**src/rtl/ttt_game_ctrl.sv**
```systemverilog
// Tic-tac-toe game controller: debounced buttons, cursor, turn/mark FSM, win/draw detection
// and frame-synchronised display registers for the VGA graphics block.
module ttt_game_ctrl #(
  parameter int unsigned DEBOUNCE_CYCLES = 250000
) (
  input  logic        clk25,
  input  logic        reset,
  input  logic        btn_up,
  input  logic        btn_down,
  input  logic        btn_left,
  input  logic        btn_right,
  input  logic        btn_place,
  input  logic        btn_restart,
  input  logic        frame_tick,
  output logic [17:0] board,
  output logic [8:0]  cell_select_flag,
  output logic [1:0]  game_state,
  output logic [1:0]  winner,
  output logic        turn,
  output logic        move_err
);

  localparam int CNT_W = (DEBOUNCE_CYCLES > 2) ? $clog2(DEBOUNCE_CYCLES) : 1;
  localparam logic [CNT_W-1:0] CNT_LAST = CNT_W'(DEBOUNCE_CYCLES - 1);

  localparam int B_RIGHT   = 0;
  localparam int B_LEFT    = 1;
  localparam int B_DOWN    = 2;
  localparam int B_UP      = 3;
  localparam int B_PLACE   = 4;
  localparam int B_RESTART = 5;

  typedef enum logic [1:0] {
    ST_PLAY  = 2'b00,
    ST_CHECK = 2'b01,
    ST_WIN   = 2'b10,
    ST_DRAW  = 2'b11
  } state_t;

  logic [5:0]  raw_s;
  logic [5:0]  pulse_s;
  state_t      state_r;
  logic [17:0] board_r;
  logic [3:0]  cursor_r;
  logic [1:0]  winner_r;
  logic        turn_r;
  logic        move_err_r;
  logic [4:0]  cur_x2_s;
  logic [1:0]  cell_s;
  logic [1:0]  mark_s;

  assign raw_s = {btn_restart, btn_place, btn_up, btn_down, btn_left, btn_right};

  // Per-button synchroniser, stability counter and rising-edge pulse.
  for (genvar g = 0; g < 6; g++) begin : g_db
    logic             sync1_r;
    logic             sync2_r;
    logic             level_r;
    logic             level_d_r;
    logic             pulse_r;
    logic [CNT_W-1:0] cnt_r;

    // Synchronise, debounce and edge-detect one raw button.
    always_ff @(posedge clk25 or negedge reset) begin
      if (!reset) begin
        sync1_r   <= 1'b0;
        sync2_r   <= 1'b0;
        level_r   <= 1'b0;
        level_d_r <= 1'b0;
        pulse_r   <= 1'b0;
        cnt_r     <= {CNT_W{1'b0}};
      end else begin
        sync1_r   <= raw_s[g];
        sync2_r   <= sync1_r;
        level_d_r <= level_r;
        pulse_r   <= level_r & ~level_d_r;
        if (sync2_r == level_r) begin
          cnt_r <= {CNT_W{1'b0}};
        end else if (cnt_r == CNT_LAST) begin
          cnt_r   <= {CNT_W{1'b0}};
          level_r <= ~level_r;
        end else begin
          cnt_r <= cnt_r + {{(CNT_W-1){1'b0}}, 1'b1};
        end
      end
    end

    assign pulse_s[g] = pulse_r;
  end

  function automatic logic [3:0] cur_up(input logic [3:0] c);
    return (c >= 4'd3) ? (c - 4'd3) : (c + 4'd6);
  endfunction

  function automatic logic [3:0] cur_down(input logic [3:0] c);
    return (c < 4'd6) ? (c + 4'd3) : (c - 4'd6);
  endfunction

  function automatic logic [3:0] cur_left(input logic [3:0] c);
    logic [3:0] n;
    case (c)
      4'd0, 4'd3, 4'd6: n = c + 4'd2;
      default:          n = c - 4'd1;
    endcase
    return n;
  endfunction

  function automatic logic [3:0] cur_right(input logic [3:0] c);
    logic [3:0] n;
    case (c)
      4'd2, 4'd5, 4'd8: n = c - 4'd2;
      default:          n = c + 4'd1;
    endcase
    return n;
  endfunction

  function automatic logic line_win(input logic [17:0] b, input logic [1:0] m);
    logic [8:0] own;
    for (int i = 0; i < 9; i++) begin
      own[i] = (b[2*i +: 2] == m);
    end
    return (own[0] & own[1] & own[2]) | (own[3] & own[4] & own[5]) |
           (own[6] & own[7] & own[8]) | (own[0] & own[3] & own[6]) |
           (own[1] & own[4] & own[7]) | (own[2] & own[5] & own[8]) |
           (own[0] & own[4] & own[8]) | (own[2] & own[4] & own[6]);
  endfunction

  function automatic logic board_full(input logic [17:0] b);
    logic full;
    full = 1'b1;
    for (int i = 0; i < 9; i++) begin
      full = full & (|b[2*i +: 2]);
    end
    return full;
  endfunction

  function automatic logic [1:0] state_code(input state_t s);
    logic [1:0] code;
    case (s)
      ST_WIN:  code = 2'b10;
      ST_DRAW: code = 2'b11;
      default: code = 2'b00;
    endcase
    return code;
  endfunction

  // Cursor cell contents and the mark of the player to move.
  always_comb begin
    cur_x2_s = {cursor_r, 1'b0};
    cell_s   = board_r[cur_x2_s +: 2];
    if (turn_r) begin
      mark_s = 2'b10;
    end else begin
      mark_s = 2'b01;
    end
  end

  // Game FSM; restart outranks every other pulse, then place, up, down, left, right.
  always_ff @(posedge clk25 or negedge reset) begin
    if (!reset) begin
      state_r    <= ST_PLAY;
      board_r    <= 18'd0;
      cursor_r   <= 4'd4;
      winner_r   <= 2'b00;
      turn_r     <= 1'b0;
      move_err_r <= 1'b0;
    end else begin
      move_err_r <= 1'b0;
      if (pulse_s[B_RESTART]) begin
        state_r  <= ST_PLAY;
        board_r  <= 18'd0;
        cursor_r <= 4'd4;
        winner_r <= 2'b00;
        turn_r   <= 1'b0;
      end else begin
        case (state_r)
          ST_PLAY: begin
            if (pulse_s[B_PLACE]) begin
              if (cell_s == 2'b00) begin
                board_r[cur_x2_s +: 2] <= mark_s;
                state_r                <= ST_CHECK;
              end else begin
                move_err_r <= 1'b1;
              end
            end else if (pulse_s[B_UP]) begin
              cursor_r <= cur_up(cursor_r);
            end else if (pulse_s[B_DOWN]) begin
              cursor_r <= cur_down(cursor_r);
            end else if (pulse_s[B_LEFT]) begin
              cursor_r <= cur_left(cursor_r);
            end else if (pulse_s[B_RIGHT]) begin
              cursor_r <= cur_right(cursor_r);
            end
          end
          ST_CHECK: begin
            if (line_win(board_r, mark_s)) begin
              state_r  <= ST_WIN;
              winner_r <= mark_s;
            end else if (board_full(board_r)) begin
              state_r <= ST_DRAW;
            end else begin
              turn_r  <= ~turn_r;
              state_r <= ST_PLAY;
            end
          end
          ST_WIN, ST_DRAW: begin
            if (pulse_s[B_PLACE]) begin
              move_err_r <= 1'b1;
            end
          end
          default: state_r <= ST_PLAY;
        endcase
      end
    end
  end

  // Display registers refresh only at vertical blanking so a frame never tears.
  always_ff @(posedge clk25 or negedge reset) begin
    if (!reset) begin
      board            <= 18'd0;
      cell_select_flag <= 9'b000010000;
      game_state       <= 2'b00;
      winner           <= 2'b00;
    end else if (frame_tick) begin
      board            <= board_r;
      cell_select_flag <= 9'(9'b000000001 << cursor_r);
      game_state       <= state_code(state_r);
      winner           <= winner_r;
    end
  end

  assign turn     = turn_r;
  assign move_err = move_err_r;

endmodule

```
**config.mk**
```make
export PLATFORM = sky130hd
export DESIGN_NAME = ttt_game_ctrl
export DESIGN_NICKNAME = d
export VERILOG_FILES = /design/src/rtl/ttt_game_ctrl.sv
export SDC_FILE = /design/constraint.sdc
export NUM_CORES = 1
export LEC_CHECK = 0
export ABC_CLOCK_PERIOD_IN_PS = 7300
export BUFFER_PORTS_ARGS = -buffer_cell sky130_fd_sc_hd__buf_2
export CAP_MARGIN = 0
export CORE_MARGIN = 2
export CORE_UTILIZATION = 25
export CTS_CLUSTER_SIZE = 40
export DETAILED_ROUTE_END_ITERATION = 12
export GPL_ROUTABILITY_DRIVEN = 0
export HOLD_SLACK_MARGIN = 0.03
export PLACE_DENSITY = 0.42
export SLEW_MARGIN = 20
export SYNTH_ARGS = -nofsm -noshare
export SYNTH_HDL_FRONTEND = slang
export SYNTH_SLANG_ARGS = --single-unit
```
**constraint.sdc**
```tcl
create_clock -name clk25 -period 7.3 [get_ports clk25]
set_input_delay 0.73 -clock clk25 [delete_from_list [all_inputs] [get_ports clk25]]
set_output_delay 0.73 -clock clk25 [all_outputs]
set_load 0.02 [all_outputs]
```
==> results_dict.tcl, run 1 <==
set metrics [dict create \
    drive_above_1_share_pct 12.31 \
    syn_to_final_growth_pct 13.49 \
    cts_buffers 17 \
    synth_area_leaders "dfrtp_1 51%, nor2_1 6.5%, xnor2_1 5.2%" \
    clock_path_buffers 2 \
    setup_tns_ns 0 \
    synthCells 931 \
    core_um2 37580 \
    fin_worst_hold_slack_ns 0.1555 \
    viasPerCell 4.417 \
    power_density_nw_per_um2 191.7 \
    drtAntennaViolNets 0 \
    reg2reg_slack_ns 4.31 \
    crit_type "register to register" \
    clock_skew_ns 0.009992 \
    ys_seq_area_share_pct 51.82 \
    synth_commonest_cells "195 x dfrtp_1, 166 x nor2_1, 64 x nand2_1" \
    cts_hold_repair.buffers 0 \
    pin_count 42 \
    seqPwrFrac_pct 53.7 \
    comb_power_share_pct 2.7 \
    period_share_pct 40.98 \
    hp-class "input port to asynchronous set/reset pin" \
    synth_ff_type "dfrtp_1" \
    netlist_area_um2 9518 \
    yosysUniqueCellTypes 64 \
    die_x_um 199.1 \
    p_switching_uw 493.1 \
    async_flop_share_pct 100.0 \
    fp.dieH_um 199.1 \
    routedWlPerCell_um 13.83 \
    p_leak_uw 0.004723 \
    critical_path_arrival_ns 3.30 \
    r2r_cells 7 \
    hpwl_mm 13.77 \
    insertion_delay_ns 0.44 \
    groute.usage.overall_pct 11.09 \
    setup_viol 0 \
    cts_setup_buffers 0 \
    portBuffers 41 \
    yosysMostFrequentCell "dfrtp_1" \
    p_clk_share_pct 43.6 \
    drt_iter0_drc 427 \
    avgSynthCellArea_um2 10.22 \
    detailed_place.area_um2 10220 \
    diodes 0 \
    fin_area_um2 10800 \
    max_slew_margin_pct 41.38 \
    cts_num_sinks 197 \
    ir_worst_vdd_uv 147.6 \
    min_period_ns 2.991 \
    ys_seq_elements 197 \
    utilization_pct 28.74 \
    cts_tree "yes" \
    crit_path_start_kind "register" \
    yosys.area.top_type "dfrtp_1" \
    finalHoldViolations 0 \
    drc 0 \
    vias 6564 \
    critPathMaxFanout 24 \
    drtPass1Iterations 6 \
    wirelength_mm 20.56 \
    yosysWarnings 0 \
    drv_slew 0 \
    worst_slew_pin_slew_ns 0.8794 \
    antenna_found_initial 0 \
    max_freq_mhz 334.3 \
    synth_top_area_share_pct 51.27 \
    critPathCaptureType "register" \
    cts.repair.resized 0 \
    sw_frac_of_total_pct 23.82 \
    synth_edf_count 0 \
    grt_pass1_wl_mm 34.91 \
    cts.clk_slew.worst_paths_ns 0.07 \
    grt_pass1_vias 6623 \
    p_int_uw 1577 \
    r2r-end "board_r[1]" \
    cap_viol_max_count 0 \
    worstPathRequired_ns 7.60 \
    rows 71 \
    grt_max_degree 131 \
    rsz0062_at_grt "no" \
    h-tree-depth 4 \
    grt_remaining_overflow 0 \
    synth.net_count 960 \
    cts-root-buf "clkbuf_16" \
    final_nets 991 \
    die-area_um2 39650 \
    initial_core_util_pct 25.33 \
    fin_total_pwr_uw 2070 \
    status "completed" \
    r2r-start "cursor_r[0]" \
]
-- power groups by stage --
stage / sequential, µW / clock [µW] / combinational [µW]
2_1_floorplan: 1130 / 0 / 26.4
3_3_place_gp: 1130 / 0 / 59.1
3_5_place_dp: 1130 / 0 / 58.9
4_1_cts: 1110 / 943 / 58.9
5_1_grt: 1110 / 986 / 68.7
6_report: 1110 / 902 / 56.8
-- registers in the layout, summed over array words and instances, names as in the netlist, 4 cells and up --
name	cells
cursor_r	4
g_db.cnt_r	108
g_db.pulse_r	6
g_db.level_d_r	6
board	18
g_db.sync2_r	6
board_r	18
cell_select_flag	9
g_db.sync1_r	6
g_db.level_r	6
-- placed cells by master (no fill, tap or decap), types with 16 or more instances in the layout --
cell type  Yosys  final
xor2_1        47     47
dfrtp_1      195    195
nand3_1       50     50
nor4_1        25     25
nor3_1        21     21
nor2b_1       16     16
ha_1          20     20
xnor2_1       57     57
inv_1         28     28
nor2_1       166    166
nand4_1       20     20
buf_2          7     40
nand2_1       64     64
clkbuf_16      0     17
mux2_2        30     30
-- cell families (layout without fill, tap and decap cells) --
group	after synthesis	in the layout	synth area share [%]
compound gates	74	74	5.640
xor+xnor	104	104	9.570
fa+ha+maj	20	20	2.629
buf+inv	59	103	2.734
flops	197	197	51.82
mux	47	47	5.403
simple gates	430	430	22.20
-- worst max-delay path: stages (launching register included) --
cell and delay (ns):
dfrtp_1 0.84, inv_1 0.22, ha_1 0.34, ha_1 0.43
nor2b_1 0.48, nand4_1 0.27, mux2i_1 0.21, nor2_1 0.06
-- metal layers --
metal | vias to the layer above | wire length, µm | GRT usage, %
li1 | 3264 | - | -
met1 | 3206 | 10240 | 15.18
met2 | 73 | 9411 | 17.47
met3 | 21 | 518 | 1.924
met4 | 0 | 389 | 4.229
met5 | - | 0 | 0
-- layout make-up --
class                           count  area, µm²
Multi-Input combinational cell    675       4325
Inverter                           28      105.1
Sequential cell                   197       4932
Timing Repair Buffer               43      250.2
Tap cell                          511      639.4
Fill cell                        3936      26780
Clock buffer                       19      452.9
Clock inverter                     13      96.34
-- metrics by stage --
stage,worst slack [ns],std cells
floorplan,4.763,931
global placement,4.410,1453
detailed placement,4.313,1453
CTS,4.302,1485
global route,4.029,1486
finish,4.309,1486
-- worst max-delay path by stage --
stage,from,endpoint
after detailed placement,cursor_r[0],board_r[0]
after global routing,cursor_r[0],board_r[0]
after global placement,cursor_r[0],board_r[0]
final,cursor_r[0],board_r[1]
after floorplan,cursor_r[0],cursor_r[0]
after CTS,cursor_r[0],board_r[0]
Note: power is estimated with default switching activity, not from simulation.
==> run 2, diff against run 1 <==
--- a/config.mk
+++ b/config.mk
@@ -5,7 +5,7 @@
 export SDC_FILE = /design/constraint.sdc
 export NUM_CORES = 1
 export LEC_CHECK = 0
-export ABC_CLOCK_PERIOD_IN_PS = 7300
+export ABC_CLOCK_PERIOD_IN_PS = 2900
 export BUFFER_PORTS_ARGS = -buffer_cell sky130_fd_sc_hd__buf_2
 export CAP_MARGIN = 0
 export CORE_MARGIN = 2
==> constraint.sdc (replaced) <==
create_clock -name clk25 -period 2.9 [get_ports clk25]
set_input_delay 0.29 -clock clk25 [delete_from_list [all_inputs] [get_ports clk25]]
set_output_delay 0.29 -clock clk25 [all_outputs]
set_load 0.02 [all_outputs]
==> results_dict.tcl, run 2 (same netlist as run 1, synthesis figures left out) <==
set metrics [dict create \
    critPathMaxFanout 17 \
    antenna_found_initial 0 \
    power_density_nw_per_um2 496.9 \
    worstPathRequired_ns 3.23 \
    critPathCaptureType "register" \
    ir_worst_vdd_uv 368.2 \
    setup_viol 0 \
    cts_tree "yes" \
    grt_pass1_vias 6794 \
    finalHoldViolations 0 \
    hp-class "register to register" \
    fin_area_um2 11010 \
    clock_skew_ns 0.01611 \
    syn_to_final_growth_pct 15.66 \
    final_nets 1009 \
    p_leak_uw 0.004831 \
    drtPass1Iterations 4 \
    grt_remaining_overflow 0 \
    critical_path_arrival_ns 2.77 \
    regArea_um2 4932 \
    rsz0062_at_grt "no" \
    die-area_um2 39650 \
    max_freq_mhz 410.1 \
    cts_buffers 17 \
    post-place-ws_ns 0.5017 \
    period_share_pct 84.09 \
    final_common_cell "dfrtp_1" \
    viasPerCell 4.458 \
    core_um2 37580 \
    grt_max_degree 70 \
    crit_slowest_cell "dfstp_2" \
    r2r-start "cursor_r[2]" \
    drc 0 \
    hold_path_depth 0 \
    r2r-end "board_r[13]" \
    final.setup.worst_slack_ns 0.4613 \
    crit_chain "inv_1 > ha_1 > nor2b_1 > nor3_1 > a21o_1 > and3_4 > a31oi_1 > a2bb2o_1" \
    wirelength_mm 20.95 \
    r2r_cells 8 \
    cap_viol_max_count 0 \
    startpoint "cursor_r[2]" \
    max_slew_margin_pct 43.87 \
    crit_path_start_kind "register" \
    rows 71 \
    cts.repair.resized 0 \
    drt_iter0_drc 397 \
    insertion_delay_ns 0.45 \
    cts.clk_slew.worst_paths_ns 0.07 \
    detailed_place.area_um2 10330 \
    drtAntennaViolNets 0 \
    drive_above_1_share_pct 12.99 \
    nFillCells 3901 \
    diodes 0 \
    crit_end "board_r[13]" \
    cts-root-buf "clkbuf_16" \
    portBuffers 41 \
    routedWlPerCell_um 13.93 \
    cts_setup_buffers 0 \
    drv_slew 0 \
    hpwl_mm 14.47 \
    slowest_delay_ns 0.72 \
    initial_core_util_pct 25.33 \
    top_regs "g_db.cnt_r: 108 flops, board: 18 flops, board_r: 18 flops" \
    multi_input_area_um2 4325 \
    pin_count 42 \
    cts_num_sinks 197 \
    groute.usage.overall_pct 11.40 \
    min_period_ns 2.439 \
    crit_type "register to register" \
    die_x_um 199.1 \
    status "completed" \
    vias 6705 \
    grt_pass1_wl_mm 35.90 \
    largest_reg_flops 108 \
    setup_tns_ns 0 \
    h-tree-depth 4 \
    top_register "g_db.cnt_r" \
    worst_slew_pin_slew_ns 0.8419 \
    fp.dieH_um 199.1 \
    clock_path_buffers 2 \
    mostFrequentLayoutCells "195 x dfrtp_1, 166 x nor2_1, 64 x nand2_1" \
    reg2reg_slack_ns 0.46 \
]
run 2: cell count changes in the layout (fill, tap and decap cells not counted), sizes merged:
cell / change
dlygate4sd3: +7
buf: +11
bufinv: +3
clkinv: -3
clkinvlp: -1
clkbuf: +1
run 2: how the worst min path moves through the flow:
stage / start / endpoint / slack, ns
final: g_db[2].sync1_r / g_db[2].sync2_r / 0.35
after global routing: g_db[0].sync1_r / g_db[0].sync2_r / 0.37
after CTS: g_db[3].sync1_r / g_db[3].sync2_r / 0.35
after detailed placement: reset / g_db[3].cnt_r[2] / 0.29
after global placement: reset / g_db[3].cnt_r[2] / 0.29
after floorplan: reset / board[0] / -0.006
run 2: area by class of cell:
class,count,share of cell area (%)
Sequential cell,197,44.81
Multi-Input combinational cell,675,39.29
Tap cell,511,5.808
Clock buffer,20,4.058
Timing Repair Buffer,61,3.592
Clock inverter,12,1.489
Inverter,28,0.9548
run 2: critical path: cells and delay by family (launching register included):
kind            cells  cell delay, ns
compound gates      3            0.56
flops               1            0.72
simple gates        3            0.61
fa+ha+maj           1            0.26
buf+inv             1            0.18
run 2: layer usage:
metal	GRT usage (%)	part of all wire [%]	vias to the layer above	wire length, µm
li1	-	-	3310	-
met1	15.42	49	3296	10330
met2	18.00	46	76	9690
met3	2.211	2.5	23	526
met4	4.367	1.9	0	405
met5	0	0	-	0
run 2: repair_timing:
| action | in CTS | in global routing |
|---|---|---|
| setup endpoints to repair | 0 | 0 |
| hold buffers | 7 | 0 |
| hold endpoints to repair | 70 | 0 |
run 2: stage by stage:
step	utilization, %	instances	hold slack (ns)	total power, µW
floorplan	-	931	-0.005591	2914
CTS	29.29	1504	0.3533	5588
global placement	27.48	1465	0.2917	3006
finish	29.29	1504	0.3501	5470
global route	29.29	1504	0.3698	5718
detailed placement	27.48	1465	0.2942	3007
run 2: where the power goes:
part / leakage, µW / switching (µW) / internal, µW / total, µW
sequential: 0.00270 / 23.5 / 2770 / 2800
clock: 0.000302 / 1120 / 1400 / 2520
combinational: 0.00183 / 108 / 43.5 / 152
total: 0.00483 / 1250 / 4220 / 5470
==> run 3, diff against run 2 <==
--- a/config.mk
+++ b/config.mk
@@ -5,7 +5,7 @@
 export SDC_FILE = /design/constraint.sdc
 export NUM_CORES = 1
 export LEC_CHECK = 0
-export ABC_CLOCK_PERIOD_IN_PS = 2900
+export ABC_CLOCK_PERIOD_IN_PS = 2550
 export BUFFER_PORTS_ARGS = -buffer_cell sky130_fd_sc_hd__buf_2
 export CAP_MARGIN = 0
 export CORE_MARGIN = 2
==> constraint.sdc (replaced) <==
create_clock -name clk25 -period 2.55 [get_ports clk25]
set_input_delay 0.255 -clock clk25 [delete_from_list [all_inputs] [get_ports clk25]]
set_output_delay 0.255 -clock clk25 [all_outputs]
set_load 0.02 [all_outputs]
==> results_dict.tcl, run 3 (same netlist as run 1, synthesis figures left out) <==
set metrics [dict create \
    setup_tns_ns 0 \
    drv_slew 0 \
    power_density_nw_per_um2 553.5 \
    cts.repair.resized 0 \
    top_register "g_db.cnt_r" \
    cts_buffers 17 \
    portBuffers 41 \
    ir_worst_vdd_uv 427.8 \
    viasPerCell 4.423 \
    crit_chain "inv_1 > ha_1 > nor2b_1 > nor3_1 > a21o_1 > and3_4 > a31oi_1 > a2bb2o_1" \
    r2r_cells 8 \
    setup_viol 0 \
    cts-root-buf "clkbuf_16" \
    rsz0062_at_grt "no" \
    routedWlPerCell_um 14.04 \
    grt_remaining_overflow 0 \
    final_nets 1024 \
    grt_max_degree 73 \
    syn_to_final_growth_pct 17.08 \
    regArea_um2 4932 \
    drive_above_1_share_pct 14.48 \
    clock_skew_ns 0.01458 \
    cts.clk_slew.worst_paths_ns 0.08 \
    groute.usage.overall_pct 11.70 \
    grt_pass1_wl_mm 36.58 \
    diodes 0 \
    max_freq_mhz 445.2 \
    slowest_delay_ns 0.69 \
    crit_type "register to register" \
    insertion_delay_ns 0.46 \
    r2r-start "cursor_r[2]" \
    fp.dieH_um 199.1 \
    crit_end "board_r[13]" \
    critPathCaptureType "register" \
    critPathMaxFanout 14 \
    min_period_ns 2.246 \
    hp-class "register to register" \
    drc 0 \
    die_x_um 199.1 \
    reg2reg_slack_ns 0.30 \
    worst_slew_pin_slew_ns 0.6369 \
    nFillCells 3927 \
    max_slew_margin_pct 57.15 \
    grt_pass1_vias 7003 \
    crit_path_start_kind "register" \
    period_share_pct 88.08 \
    vias 6719 \
    die-area_um2 39650 \
    rows 71 \
    top_regs "g_db.cnt_r: 108 flops, board: 18 flops, board_r: 18 flops" \
    wirelength_mm 21.33 \
    drtAntennaViolNets 0 \
    finalHoldViolations 0 \
    crit_slowest_cell "dfstp_2" \
    cts_num_sinks 197 \
    cts_hold_repair.buffers 7 \
    pin_count 42 \
    final_common_cell "dfrtp_1" \
    hpwl_mm 14.81 \
    drt_iter0_drc 359 \
    r2r-end "board_r[13]" \
    cts_setup_buffers 0 \
    clock_path_buffers 2 \
    cap_viol_max_count 0 \
    h-tree-depth 4 \
    core_um2 37580 \
    cts_tree "yes" \
    worstPathRequired_ns 2.89 \
    largest_reg_flops 108 \
    critical_path_arrival_ns 2.58 \
    p_leak_uw 0.004908 \
    initial_core_util_pct 25.33 \
    status "completed" \
    antenna_found_initial 0 \
    utilization_pct 29.65 \
    mostFrequentLayoutCells "195 x dfrtp_1, 166 x nor2_1, 64 x nand2_1" \
    startpoint "cursor_r[2]" \
    drtPass1Iterations 4 \
    multi_input_area_um2 4325 \
]
==> run 3: cell count changes in the layout (fill, tap and decap cells not counted), sizes merged <==
cell      change
inv           +2
clkinv        +2
clkbuf        -3
bufinv        -2
clkinvlp      +1
buf          +15
==> run 3: worst min path at each step <==
| stage | start | end | depth (start not counted) |
|---|---|---|---|
| detailed placement | reset | g_db[3].cnt_r[0] | 1 |
| global placement | reset | g_db[0].sync1_r | 1 |
| floorplan | reset | board[0] | 0 |
| CTS | g_db[3].sync1_r | g_db[3].sync2_r | 0 |
| finish | g_db[3].sync1_r | g_db[3].sync2_r | 0 |
| global route | g_db[3].sync1_r | g_db[3].sync2_r | 0 |
==> run 3: layout make-up <==
cell class | count | share of cell area (%)
flip-flops and latches | 197 | 44.26
clock inverters | 15 | 1.639
clock buffers | 17 | 3.818
repair buffers | 76 | 4.783
inverters | 28 | 0.9432
well taps | 511 | 5.738
multi-input cells | 675 | 38.82
==> run 3: stage by stage <==
stage / cell area (µm²) / power, µW / cells / setup WS (ns) / hold slack, ns
global route: 11140 / 6458 / 1519 / 0.1416 / 0.3690
floorplan: 9518 / 3314 / 931 / 0.01348 / -0.04059
detailed placement: 10470 / 3431 / 1480 / 0.3279 / 0.2908
CTS: 11140 / 6307 / 1519 / 0.3080 / 0.3538
finish: 11140 / 6167 / 1519 / 0.3041 / 0.3530
global placement: 10470 / 3431 / 1480 / 0.3515 / 0.2979
==> run 3: power breakdown <==
group | internal [µW] | switching [µW] | leakage, µW | total [µW]
Clock | 1410 | 1390 | 0.000296 | 2800
Sequential | 3150 | 26.8 | 0.00270 | 3180
Combinational | 58.5 | 126 | 0.00191 | 184
==> run 3: routing by layer <==
layer	part of all wire [%]	track usage, %	up-vias
li1	-	-	3352
met1	49	15.44	3265
met2	46	18.76	73
met3	2.2	2.245	29
met4	2.3	4.892	0
met5	0	0	-
==> run 3: worst max-delay path: cells and delay by family (launching register included) <==
kind                       cells  cell delay (ns)
buffers and inverters          1             0.09
AOI/OAI and AO/OA              3             0.52
adders and majority gates      1             0.23
DFF                            1             0.69
and+or+nand+nor                3             0.58
